--- src/rtl/mult_div_unit_pkg.sv ---
// mult_div_defs: op codes, FSM states and latency helper shared by the
// iterative multiply/divide unit and its users.
package mult_div_defs;
    localparam logic [2:0] MD_MULT  = 3'b000;
    localparam logic [2:0] MD_MULTU = 3'b001;
    localparam logic [2:0] MD_DIV   = 3'b010;
    localparam logic [2:0] MD_DIVU  = 3'b011;
    localparam logic [2:0] MD_MTHI  = 3'b100;
    localparam logic [2:0] MD_MTLO  = 3'b101;

    typedef enum logic [1:0] {IDLE, RUN, FIX} md_state_e;

    localparam int MD_DEFAULT_WIDTH = 32;
    localparam int MD_LATENCY = MD_DEFAULT_WIDTH + 1;

    function automatic int md_latency(input int width);
        return width + 1;
    endfunction
endpackage

--- src/rtl/mult_div_unit.sv ---
// mult_div_unit: one-bit-per-cycle shift-add multiplier / restoring divider
// with architectural HI/LO registers and a start/busy/done handshake.
module mult_div_unit
    import mult_div_defs::*;
#(
    parameter int WIDTH = 32
) (
    input  logic             clk,
    input  logic             reset,
    input  logic             start,
    input  logic [2:0]       op,
    input  logic [WIDTH-1:0] a,
    input  logic [WIDTH-1:0] b,
    output logic             busy,
    output logic             done,
    output logic [WIDTH-1:0] hi,
    output logic [WIDTH-1:0] lo,
    output logic             div_by_zero
);
    localparam int CW = $clog2(WIDTH + 1);

    md_state_e          r_state;
    logic [2*WIDTH:0]   r_acc;
    logic [WIDTH-1:0]   r_opnd;
    logic [WIDTH-1:0]   r_a_raw;
    logic [CW-1:0]      r_cnt;
    logic               r_is_div;
    logic               r_signed;
    logic               r_sa;
    logic               r_sb;
    logic               r_bzero;
    logic [WIDTH-1:0]   r_hi;
    logic [WIDTH-1:0]   r_lo;
    logic               r_busy;
    logic               r_done;
    logic               r_dbz;

    logic               w_sa;
    logic               w_sb;
    logic [WIDTH-1:0]   w_amag;
    logic [WIDTH-1:0]   w_bmag;
    logic [WIDTH:0]     w_sum;
    logic [WIDTH:0]     w_diff;
    logic [2*WIDTH:0]   w_step;
    logic [2*WIDTH-1:0] w_prod;
    logic [WIDTH-1:0]   w_quo;
    logic [WIDTH-1:0]   w_rem;
    logic [2*WIDTH-1:0] w_result;

    assign busy        = r_busy;
    assign done        = r_done;
    assign hi          = r_hi;
    assign lo          = r_lo;
    assign div_by_zero = r_dbz;

    // Mult keeps {carry, partial high, multiplier}; div keeps {remainder, dividend/quotient}.
    always_comb begin
        w_sa     = ~op[0] & a[WIDTH-1];
        w_sb     = ~op[0] & b[WIDTH-1];
        w_amag   = w_sa ? -a : a;
        w_bmag   = w_sb ? -b : b;
        w_sum    = r_acc[2*WIDTH:WIDTH] + (r_acc[0] ? {1'b0, r_opnd} : '0);
        w_diff   = r_acc[2*WIDTH-1:WIDTH-1] - {1'b0, r_opnd};
        w_step   = r_is_div ? (w_diff[WIDTH] ? {r_acc[2*WIDTH-1:0], 1'b0}
                                             : {w_diff, r_acc[WIDTH-2:0], 1'b1})
                            : {1'b0, w_sum, r_acc[WIDTH-1:1]};
        w_prod   = (r_signed & (r_sa ^ r_sb)) ? -r_acc[2*WIDTH-1:0] : r_acc[2*WIDTH-1:0];
        w_quo    = (r_signed & (r_sa ^ r_sb)) ? -r_acc[WIDTH-1:0] : r_acc[WIDTH-1:0];
        w_rem    = (r_signed & r_sa) ? -r_acc[2*WIDTH-1:WIDTH] : r_acc[2*WIDTH-1:WIDTH];
        w_result = !r_is_div ? w_prod : r_bzero ? {r_a_raw, {WIDTH{1'b1}}} : {w_rem, w_quo};
    end

    always_ff @(posedge clk) begin
        if (reset) begin
            r_state <= IDLE;
            r_hi    <= '0;
            r_lo    <= '0;
            r_busy  <= 1'b0;
            r_done  <= 1'b0;
            r_dbz   <= 1'b0;
        end else begin
            r_done <= 1'b0;
            case (r_state)
                IDLE: begin
                    if (start && !op[2]) begin
                        r_acc    <= {{(WIDTH+1){1'b0}}, op[1] ? w_amag : w_bmag};
                        r_opnd   <= op[1] ? w_bmag : w_amag;
                        r_a_raw  <= a;
                        r_is_div <= op[1];
                        r_signed <= ~op[0];
                        r_sa     <= w_sa;
                        r_sb     <= w_sb;
                        r_bzero  <= (b == '0);
                        r_cnt    <= '0;
                        r_busy   <= 1'b1;
                        r_dbz    <= 1'b0;
                        r_state  <= RUN;
                    end else if (start && op == MD_MTHI) begin
                        r_hi <= a;
                    end else if (start && op == MD_MTLO) begin
                        r_lo <= a;
                    end
                end
                RUN: begin
                    r_acc <= w_step;
                    r_cnt <= r_cnt + 1'b1;
                    if (r_cnt == CW'(WIDTH - 1))
                        r_state <= FIX;
                end
                FIX: begin
                    {r_hi, r_lo} <= w_result;
                    r_dbz        <= r_is_div & r_bzero;
                    r_done       <= 1'b1;
                    r_busy       <= 1'b0;
                    r_state      <= IDLE;
                end
                default: r_state <= IDLE;
            endcase
        end
    end
endmodule

--- config.mk ---
export PLATFORM = sky130hd
export DESIGN_NAME = mult_div_unit
export DESIGN_NICKNAME = d
export VERILOG_FILES = /design/src/rtl/mult_div_unit_pkg.sv /design/src/rtl/mult_div_unit.sv
export SDC_FILE = /design/constraint.sdc
export NUM_CORES = 1
export LEC_CHECK = 0
export BUFFER_PORTS_ARGS = -buffer_cell sky130_fd_sc_hd__buf_4
export CAP_MARGIN = 15
export CORE_MARGIN = 5
export CORE_UTILIZATION = 25
export DETAILED_ROUTE_END_ITERATION = 16
export SLEW_MARGIN = 10
export SYNTH_ARGS = -nofsm -noshare
export SYNTH_HDL_FRONTEND = slang
export SYNTH_SLANG_ARGS = --single-unit
--- constraint.sdc ---
create_clock -name clk -period 7.7 [get_ports clk]
set_input_delay 0.385 -clock clk [delete_from_list [all_inputs] [get_ports clk]]
set_output_delay 0.385 -clock clk [all_outputs]
set_load 0.01 [all_outputs]
==> results.yml <==
status:
  status: "finished clean"
worst_setup_path:
  crit_path_start_kind: "flop"
  cp_max_fo: 33
  crit_buf_inv: 2
  crit_type: "flop to flop"
  cpPeakStageDelay_ns: 0.53
  cpMaxStageDelayCell: "nor3_1"
  endpoint_kind: "flop"
  cpLargestDelayFamily: "compound AO/OA/AOI/OAI gates"
  worstPathCellList: "inv_1, ha_1, fa_1, nor2b_1, o31ai_1, a21oi_1, a31oi_1, nor3_1, o21ai_1, xor2_4, buf_4, mux2i_1, a2111oi_0"
  arrival_ns: 4.95
  critPathRequiredTime_ns: 8.01
pwr:
  pwr_density_cell_mw_per_mm2: 174
  power.leakage_uw: 0.00737
  power_uw: 3350
  vdd_ir_drop_max_mv: 0.156
synth:
  synth_mux_area_share_pct: 5.94
  yosysUniqueCellTypes: 78
  synth_edf_count: 140
  synth_top_family_by_area: "compound AO/OA/AOI/OAI gates"
  synth-compound-area-share_pct: 21.8
  synth_adder_area_share_pct: 5.42
  yosysWarnings: 0
  netlist_area_mm2: 0.0167
  avgSynthCellArea_um2: 8.33
  synth-simple-area-share_pct: 18.2
  synth_nets: 2141
  ys.flop_type: "edfxtp_1"
  synth_xor_area_share_pct: 10.5
  seq_area_frac_synth_pct: 33.5
  synth-seq-cells: 209
  synthCells: 2000
  synthArstFlopShare_pct: 0
timing:
  slew_headroom_pct: 16.8
  setup_tns_ns: 0
  fin_crit_sh_pct: 60.2
  finalSetupViolCount: 0
  fin_skew_ns: 0.0203
  max_freq_mhz: 216
  rsz0062_at_grt: "false"
  slew_viol_final: 0
  hold_viol: 0
  fin_crit_ns: 4.64
  worst_pin_slew_ns: 1.25
drt:
  first_iter_violations: 1623
  drc: 0
  antenna_left: 0
  wire_per_inst_um: 22.3
  drt-total-wl_um: 65500
  viasPerCell: 5.44
  firstDrtPassIters: 5
  vias: 16000
floorplan:
  core_mm2: 0.0659
  fp-row-count: 94
  die_h_um: 268
  die_w_um: 268
  die_area_mm2: 0.0719
  pin_count: 137
  initial_utilization_pct: 25.3
layout:
  drive_gt1_share_pct: 11.1
  fin_nets: 2197
  final_cells: 2940
  area_growth_pct: 15.7
  postLayoutCoreUtil_pct: 29.3
placement:
  globalplace.congestion: 0.917
  port_buffers: 136
  placed_cells: 2893
  dp_hpwl_um: 49800
clocking:
  cts.sinks: 209
  cts_buffer_depth: 3
  clock_latency_ns: 0.56
  numCtsBuffers: 25
  tritoncts: "done"
  postCtsResizedCells: 0
  htreeDepth: 1
  hold_buffers: 0
  postCtsSetupBuffers: 0
  clockRootBuffer: "clkbuf_16"
  clkTransAtPathRegs_ns: 0.07
grt:
  grt_pass1_wl_um: 96200
  grt_overflow: 0
  track_usage_pct: 17.3
  grt_max_degree: 70
  grt_pass1_vias: 14900
  antenna_found_initial: 7
job:
  max-cap-violations: 0
hold_path:
  min_path_type: "primary input to flop"
[layout make-up]
| type | count | area (µm²) |
|---|---|---|
| fillers | 7108 | 46600 |
| multi-input cells | 1597 | 10400 |
| flip-flops and latches | 209 | 5590 |
| repair buffers | 153 | 1150 |
| well taps | 864 | 1080 |
| clock buffers | 33 | 666 |
| inverters | 70 | 263 |
| clock inverters | 13 | 163 |
| diodes | 1 | 2.50 |
[metrics by stage]
step	cell area, µm²	setup WS [ns]	hold WS (ns)
global route	19300	2.89	0.0828
CTS	19300	3.08	0.0807
finish	19300	3.06	0.0970
detailed placement	18400	3.12	0.456
global placement	18400	3.34	0.447
floorplan	16700	1.28	0.452
[per-layer routing]
| metal | track usage (%) | vias up | share of wire (%) |
|---|---|---|---|
| met5 | 0 | - | 0.031 |
| met1 | 24.6 | 7757 | 43 |
| met2 | 27.1 | 690 | 45 |
| met4 | 4.71 | 2 | 3.2 |
| li1 | - | 7430 | - |
| met3 | 3.22 | 105 | 9.1 |
[state kept, by name, indices dropped and copies added (netlist names)]
register and cells:
hi 32, done 1, r_bzero 1, div_by_zero 1, lo 32, r_cnt 6, r_acc 65, r_state 2
r_a_raw 32, r_sb 1, r_is_div 1, r_opnd 32, r_sa 1, busy 1, r_signed 1
[logic make-up (layout without fill, tap and decap cells)]
family / after synthesis / in the layout
fa+ha+maj: 71 / 71
compound gates: 583 / 583
flops: 209 / 209
buf+inv: 194 / 269
simple gates: 645 / 645
other cells: 0 / 1
xor+xnor: 200 / 200
mux: 98 / 98
[cells in the mapped netlist (all sizes together) (12+ instances only)]
cell type  number  area, µm²
a211oi         30        225
a21o           31        233
a21oi         182        911
a311oi         29        254
a31oi          29        181
and2           12       75.1
and3           14       87.6
buf            20       92.6
clkbuf        104        394
dfxtp          69       1380
edfxtp        140       4200
ha             69        863
inv            69        259
mux2i          91        911
nand2         193        724
nand3          31        160
nor2          222        841
nor2b          16        100
nor3           50        262
nor4           24        178
o211ai         25        188
o21a           16        120
o21ai         145        726
o31ai          15        113
or3            16        100
xnor2         107        937
xor2           93        815
[power by group]
group          switching, µW  total [µW]  internal (µW)
clock                    534        1250            716
combinational            477         767            290
sequential              68.3        1330           1270
total                   1080        3350           2270
[cell usage in the layout, fill, tap and decap left out, types with 12 or more instances in the layout]
master     instances
buf_4            153
ha_1              69
a21o_1            31
inv_1             67
a211oi_1          30
a21oi_1          181
o211ai_1          25
or3_1             16
dfxtp_1           69
o31ai_1           15
a311oi_1          29
o21a_1            16
xor2_1            92
and3_1            14
edfxtp_1         140
nand2_1          193
clkbuf_16         25
nand3_1           30
nor3_1            48
a31oi_1           29
mux2i_1           91
and2_1            12
o21ai_0          139
xnor2_1          107
nor4_1            21
nor2_1           219
nor2b_1           14
[path summary, 6_finish.rpt]
kind	start	endpoint	slack [ns]	depth (start not counted)
worst max register to register	r_acc[31]$_DFFE_PP_	r_acc[52]$_SDFFCE_PN0P_	3.06	13
worst min-delay path	a[13]	r_a_raw[13]$_DFFE_PP_	0.1	1
worst min register to register	hi[17]$_SDFFE_PP0P_	hi[17]$_SDFFE_PP0P_	0.47	1
worst max-delay path	r_acc[31]$_DFFE_PP_	r_acc[52]$_SDFFCE_PN0P_	3.06	13
Note: power is estimated with default switching activity, not from simulation.
